**src/rtl/ddebounce_pkg.sv**
```systemverilog
// ddebounce_pkg: shared state encoding and sizing helper for the debouncer
package ddebounce_pkg;
  typedef enum logic [1:0] {LO, LO2HI, HI, HI2LO} state_t;
  function automatic int cnt_w(input int hold);
    return $clog2(hold) + 1;
  endfunction
endpackage

```
**src/rtl/dtick.sv**
```systemverilog
// dtick: free-running prescaler emitting one tick every DIV clk cycles
module dtick #(
  parameter int DIV = 1
) (
  input  logic clk,
  input  logic nreset,
  output logic tick
);
  localparam int CW = DIV > 1 ? $clog2(DIV) : 1;
  logic [CW-1:0] c;
  assign tick = c == CW'(DIV - 1);
  always_ff @(posedge clk or negedge nreset)
    if (!nreset) c <= '0;
    else c <= tick ? '0 : c + 1'b1;
endmodule

```
**src/rtl/ddebounce.sv**
```systemverilog
// ddebounce: tick-qualified debounce with rise/fall pulses and saturating glitch count
module ddebounce
  import ddebounce_pkg::*;
#(
  parameter int HOLD = 4,
  parameter int DIV  = 1,
  parameter int GW   = 8
) (
  input  logic          clk,
  input  logic          nreset,
  input  logic          din,
  input  logic          clr,
  output logic          dout,
  output logic          rise,
  output logic          fall,
  output logic [GW-1:0] glitch_cnt
);
  localparam int CW = cnt_w(HOLD);
  state_t st;
  logic [CW-1:0] cnt;
  logic tick, glitch, done;
  dtick #(.DIV(DIV)) u_tick (.clk(clk), .nreset(nreset), .tick(tick));
  always_comb begin
    glitch = (st == LO2HI && !din) || (st == HI2LO && din);
    done   = tick && cnt == CW'(HOLD - 1);
  end
  always_ff @(posedge clk or negedge nreset)
    if (!nreset) begin
      st   <= LO;
      cnt  <= '0;
      dout <= 1'b0;
      rise <= 1'b0;
      fall <= 1'b0;
    end else begin
      rise <= 1'b0;
      fall <= 1'b0;
      case (st)
        LO: if (din) begin
          st  <= LO2HI;
          cnt <= '0;
        end
        HI: if (!din) begin
          st  <= HI2LO;
          cnt <= '0;
        end
        LO2HI: if (!din) st <= LO;
        else if (done) begin
          st   <= HI;
          dout <= 1'b1;
          rise <= 1'b1;
        end else if (tick) cnt <= cnt + 1'b1;
        HI2LO: if (din) st <= HI;
        else if (done) begin
          st   <= LO;
          dout <= 1'b0;
          fall <= 1'b1;
        end else if (tick) cnt <= cnt + 1'b1;
      endcase
    end
  always_ff @(posedge clk or negedge nreset)
    if (!nreset) glitch_cnt <= '0;
    else glitch_cnt <= clr ? '0 : (glitch && !(&glitch_cnt)) ? glitch_cnt + 1'b1 : glitch_cnt;
endmodule

```
**config.mk**
```make
export PLATFORM = sky130hd
export DESIGN_NAME = ddebounce
export DESIGN_NICKNAME = d
export VERILOG_FILES = /design/src/rtl/ddebounce_pkg.sv /design/src/rtl/dtick.sv /design/src/rtl/ddebounce.sv
export SDC_FILE = /design/constraint.sdc
export NUM_CORES = 1
export LEC_CHECK = 0
export BUFFER_PORTS_ARGS = -buffer_cell sky130_fd_sc_hd__buf_4
export CAP_MARGIN = 20
export CORE_MARGIN = 2
export CORE_UTILIZATION = 47
export DETAILED_ROUTE_END_ITERATION = 7
export PLACE_DENSITY = 0.77
export SLEW_MARGIN = 20
export SYNTH_ARGS = -nofsm -noshare
export SYNTH_HDL_FRONTEND = slang
export SYNTH_SLANG_ARGS = --single-unit
```
**constraint.sdc**
```tcl
create_clock -name clk -period 1.45 [get_ports clk]
set_clock_uncertainty 0.15 [all_clocks]
set_input_delay 0.2175 -clock clk [delete_from_list [all_inputs] [get_ports clk]]
set_output_delay 0.2175 -clock clk [all_outputs]
set_load 0.02 [all_outputs]
```
Word level (Yosys, flattened, before mapping)
Index checks and enable logic that the tools add are counted.
{"block": "totals", "ff_bits": 17, "inputBits": 4, "output_inout_bits": 11, "wordCells": 64}
{"block": "classes", "add_sub_neg": 3, "eq_ne": 12, "n_mux": 27, "n_bitwise": 1, "n_reduce_logical": 14}
{"operator": "3-bit two-way mux", "n": 6}
{"operator": "8-bit two-way mux", "n": 2}
{"operator": "2-bit two-way mux", "n": 6}
{"operator": "2-bit inequality test, second input constant", "n": 6}
{"operator": "3-bit case mux with 4 select lines", "n": 1}
{"operator": "1-bit two-way mux", "n": 10}
{"operator": "8-bit by 1-bit adder with 8-bit output, second input constant", "n": 1}
{"operator": "2-bit case mux with 4 select lines", "n": 1}
{"operator": "4-bit AND reduction", "n": 2}
{"operator": "8-bit AND reduction", "n": 1}
{"operator": "3-bit inequality test, second input constant", "n": 2}
{"operator": "5-bit AND reduction", "n": 1}
{"operator": "2-bit equality test, second input constant", "n": 2}
{"operator": "1-bit logical AND", "n": 4}
{"operator": "2-bit nonzero test", "n": 2}
{"operator": "3-bit by 1-bit adder with 3-bit output, second input constant", "n": 1}
{"operator": "3-bit by 2-bit equality test with 1-bit output, second input constant", "n": 1}
{"operator": "2-bit by 1-bit equality test with 1-bit output, second input constant", "n": 1}
{"operator": "1-bit zero test", "n": 2}
{"operator": "2-bit zero test", "n": 1}
{"operator": "1-bit case mux with 2 select lines", "n": 1}
{"operator": "1-bit adder, second input constant", "n": 1}
{"operator": "1-bit logical OR", "n": 1}
{"operator": "1-bit inverter", "n": 1}

Depth between registers and ports, before layout
{"block": "depth", "ltp_word": 6, "mapped_depth": 5, "ltp_nobuf": 5}

Cells and area by module
A second synthesis with hierarchy kept.
{"block": "unflattened", "cells_unflattened": 72, "area_unflattened_um2": 777.0}
{"mod": "ddebounce", "n_inst": 1, "cells_per_inst": 70, "area_per_inst_um2": 765.7, "seq_area_each_um2": 400.4}
{"mod": "dtick", "n_inst": 1, "cells_per_inst": 2, "area_per_inst_um2": 11.3, "seq_area_each_um2": 0.0}

Worst setup path after synthesis
Ideal clock, no wire load.
{"block": "synth_path", "path_kind": "register to register", "from": "register glitch_cnt[0]", "to": "register glitch_cnt[1]", "setup_ps": 130, "t_arrival_ps": 1405, "required_ps": 1170, "setup_slack_ps": -235, "stages_incl_launch_ff": 6, "path_buffers": 0, "synth_period_minus_slack_ps": 1685, "cell_sequence": "dfrtp_1 -> ha_1 -> nand4_1 -> o211ai_1 -> mux2i_1 -> nor2_1"}
{"block": "synth_between", "elab_chain_cells": 4, "word_cells_on_any_way": 7, "classes_between": "add/sub: 1; mux: 2; reduce/logical: 4"}
{"item": "start: declaration", "line": "ddebounce.sv:16", "source": "output logic [GW-1:0] glitch_cnt"}
{"item": "start signal: assignment", "line": "ddebounce.sv:62", "source": "else glitch_cnt <= clr ? '0 : (glitch && !(&glitch_cnt)) ? glitch_cnt + 1'b1 : glitch_cnt;"}
{"item": "branches (longest 4 deep; another with 8-bit by 1-bit adder with 8-bit output)"}
Several ways; the timed one is not identified. The select of a mux whose other input is x is not followed.
A chain may end at the register's enable or synchronous reset.

Worst setup path in the final report
{"block": "layout_path", "from": "register glitch_cnt[0]", "to": "register glitch_cnt[3]"}
Same word-level chain as after synthesis.

==> run_results.csv <==
group,metric,value,unit
floorplanning,fp.dieH,46.2,um
finish,drive_gt1_share,52.8,%
cts,clock_latency,0.30,ns
timing,fmax,633,MHz
outcome,violations,"negative setup slack",
hold_path,whs_path_depth,2,
cts,htree_num_levels,1,
hold_path,hp-class,"in2reg",
cts,cts_root_buffer,"clkbuf_4",
route,top_layer,"met4",
synth,synth.distinct_cells,34,
pwr,clkPwrFrac,16.4,%
timing,period_share,109,%
pwr,power_leakage,0.584,nW
timing,fin_ws,-0.129,ns
critical_path,worstPathMaxFanout,3,
grt,overflow,0,
route,wl_met3,70,um
finish,num-nets-final,132,
synth,synth_area,837,sq um
critical_path,rrSetupSlack,-0.13,ns
floorplanning,die_area,0.00213,sq mm
synth,synthArstFlopShare,100,%
critical_path,crit_type,"reg2reg",
synth,ys_warn_count,0,
finish,area_delta_synth_final,61.6,%
grt,grt_usage,22.1,%
pwr,power_density,1400,mW/mm^2
timing,relSlewSlack,78.3,%
critical_path,end_kind,"register",
placement,gp_congestion,0.802,
run,maxCapViolations,0,
synth,synth-edff-count,0,
cts,cts_buffers,3,
floorplanning,floorplan.initialDensity,49.0,%
cts,clockBufferDepth,2,
floorplanning,row_count,15,
route,wl_met2,1290,um
grt,grt_pass1_vias,764,
pwr,total_power,1.90,mW
outcome,status,"finished, violations left",
timing,worst_pin_slew,0.325,ns
critical_path,arrival,1.62,ns
floorplanning,pin_count,15,
grt,grt_max_degree,17,
pwr,vdd_drop_max,1.17,mV
timing,period_needed,1.58,ns
route,drt-initial-drc-count,12,
critical_path,start_kind,"register",
synth,synth_nets,89,
pwr,swShare,38.0,%
placement,place_hpwl,1460,um
route,drc,0,
pwr,comb_power_share,50.6,%
grt,grt_pass1_wl,3280,um
floorplanning,die_w,46.2,um
synth,syn_inst,81,
pwr,p_int,1.18,mW
pwr,p_switching,721,uW
critical_path,critPathRequiredTime,1.49,ns
route,finalWirelength,2310,um
critical_path,reg2reg_depth,5,
grt,antenna_found_initial,0,
floorplanning,placeableCoreArea,0.00171,sq mm
synth,yosysSeqAreaShare,47.8,%
synth,synth-main-ff-cell,"dfrtp_1",
route,ant_nets,0,
cts,clkSlewWorstSetupHoldPaths,0.10,ns
route,firstDrtPassIters,4,
placement,placement.io_buffers,14,
finish,num_antenna_cells,0,
synth,ys_seq_elements,16,
route,wl_met1,934,um
synth,avgSynthCellArea,10.3,sq um
route,wl_per_cell,15.6,um
route,post_drt_via_cell_ratio,5.31,
finish,fin_util,79.2,%
timing,setup_viol,6,
cts,cts_num_sinks,16,
route,vias,786,
pwr,pwr-share-seq,33.0,%
timing,hold_violations,0,
timing,final-max-slew-violation-count,0,
timing,grt_setup_unrepaired,"yes",
cts,cts_tree,"built",
[registers in the layout, indices dropped and copies added, names as in the netlist, named ones only]
name / count
cnt: 3
dout: 1
fall: 1
glitch_cnt: 8
rise: 1
st: 1
[repair_timing]
action                                  4_1_cts  5_1_grt
resized for setup                             9       19
buffers inserted                              5        2
endpoints found under the setup margin       10       12
pin swaps                                     7       17
hold buffers                                  2        1
hold endpoints to repair                     21        1
[metrics by stage]
stage	instance area, sq um	worst slack, ns	hold slack (ns)	cells	TNS (ns)
final	1350	-0.129	0.0944	148	-0.454
after CTS	1250	-0.0918	0.00479	146	-0.296
after floorplan	856	-0.0902	-0.228	81	-0.143
after detailed placement	1110	-0.117	-0.0626	135	-0.353
after global routing	1350	-0.215	0.0743	148	-1.10
after global placement	1110	-0.0387	-0.0613	135	-0.0851
[power by group through the flow]
| stage | logic (mW) | clock network [mW] | registers (mW) |
|---|---|---|---|
| after global placement | 0.635 | 0 | 0.627 |
| after CTS | 0.829 | 0.310 | 0.620 |
| after detailed placement | 0.661 | 0 | 0.634 |
| after global routing | 1.04 | 0.333 | 0.633 |
| after floorplan | 0.340 | 0 | 0.650 |
| final | 0.961 | 0.311 | 0.627 |
[kinds of logic (layout without fill, tap and decap cells)]
| family | count (synthesis) | in the layout | share of synthesized area [%] |
|---|---|---|---|
| simple gates | 31 | 31 | 19.6 |
| compound gates | 16 | 16 | 11.8 |
| flops | 16 | 16 | 47.8 |
| mux | 5 | 5 | 6.28 |
| buf+inv | 5 | 47 | 2.54 |
| fa+ha+maj | 4 | 4 | 5.98 |
| xor+xnor | 4 | 4 | 5.98 |
[critical path: stages (launching register included)]
cell and delay (ns):
dfrtp_2 0.40, ha_4 0.15, nand4_1 0.14, buf_4 0.19
o21ai_2 0.14, mux2_4 0.31
[synth_stat cells, drive strengths merged, types with 2 or more instances]
library cell,count,area share [%]
a21oi,4,2.4
a31oi,2,1.5
buf,3,1.6
dfrtp,16,48
ha,4,6.0
inv,2,0.90
mux2,2,2.7
mux2i,3,3.6
nand2,7,3.1
nand4,3,2.2
nor2,8,3.9
nor3,4,2.4
nor3b,2,1.8
nor4,2,2.2
o21ai,5,3.4
xnor2,2,3.0
xor2,2,3.0
[area by class of cell]
class	instances	area, sq um
timing repair buffer	41	334
multi-input combinational	60	538
inverter	2	7.51
fill	107	355
clock buffer	4	36.3
sequential	16	405
tap	25	31.3
[per-layer routing]
metal | vias to the layer above | global-route usage [%]
li1 | 375 | -
met1 | 393 | 27.8
met2 | 16 | 37.5
met3 | 2 | 5.88
met4 | 0 | 5.14
met5 | - | 0
[final timing paths]
path	startpoint	end
max	glitch_cnt[0]	glitch_cnt[3]
min	din	register
max reg2reg	glitch_cnt[0]	glitch_cnt[3]
min reg2reg	dout	dout
max in group asynchronous	nreset	glitch_cnt[0]
min in group asynchronous	nreset	glitch_cnt[4]
[cells in the final DEF (no fill, tap or decap), types with 2 or more instances in the layout]
cell,n
nand4_1,3
nand2_1,6
a31oi_1,2
ha_2,2
mux2_4,2
nor3b_1,2
nor3_2,2
dlygate4sd3_1,3
dfrtp_1,12
clkbuf_4,3
nor3_1,2
a21oi_1,3
buf_6,5
nor2_1,6
buf_4,33
o21ai_1,3
dfrtp_2,4
mux2i_1,3
nor2_4,2
nor4_4,2
inv_1,2
No activity file was read; power rests on OpenSTA's default activity.
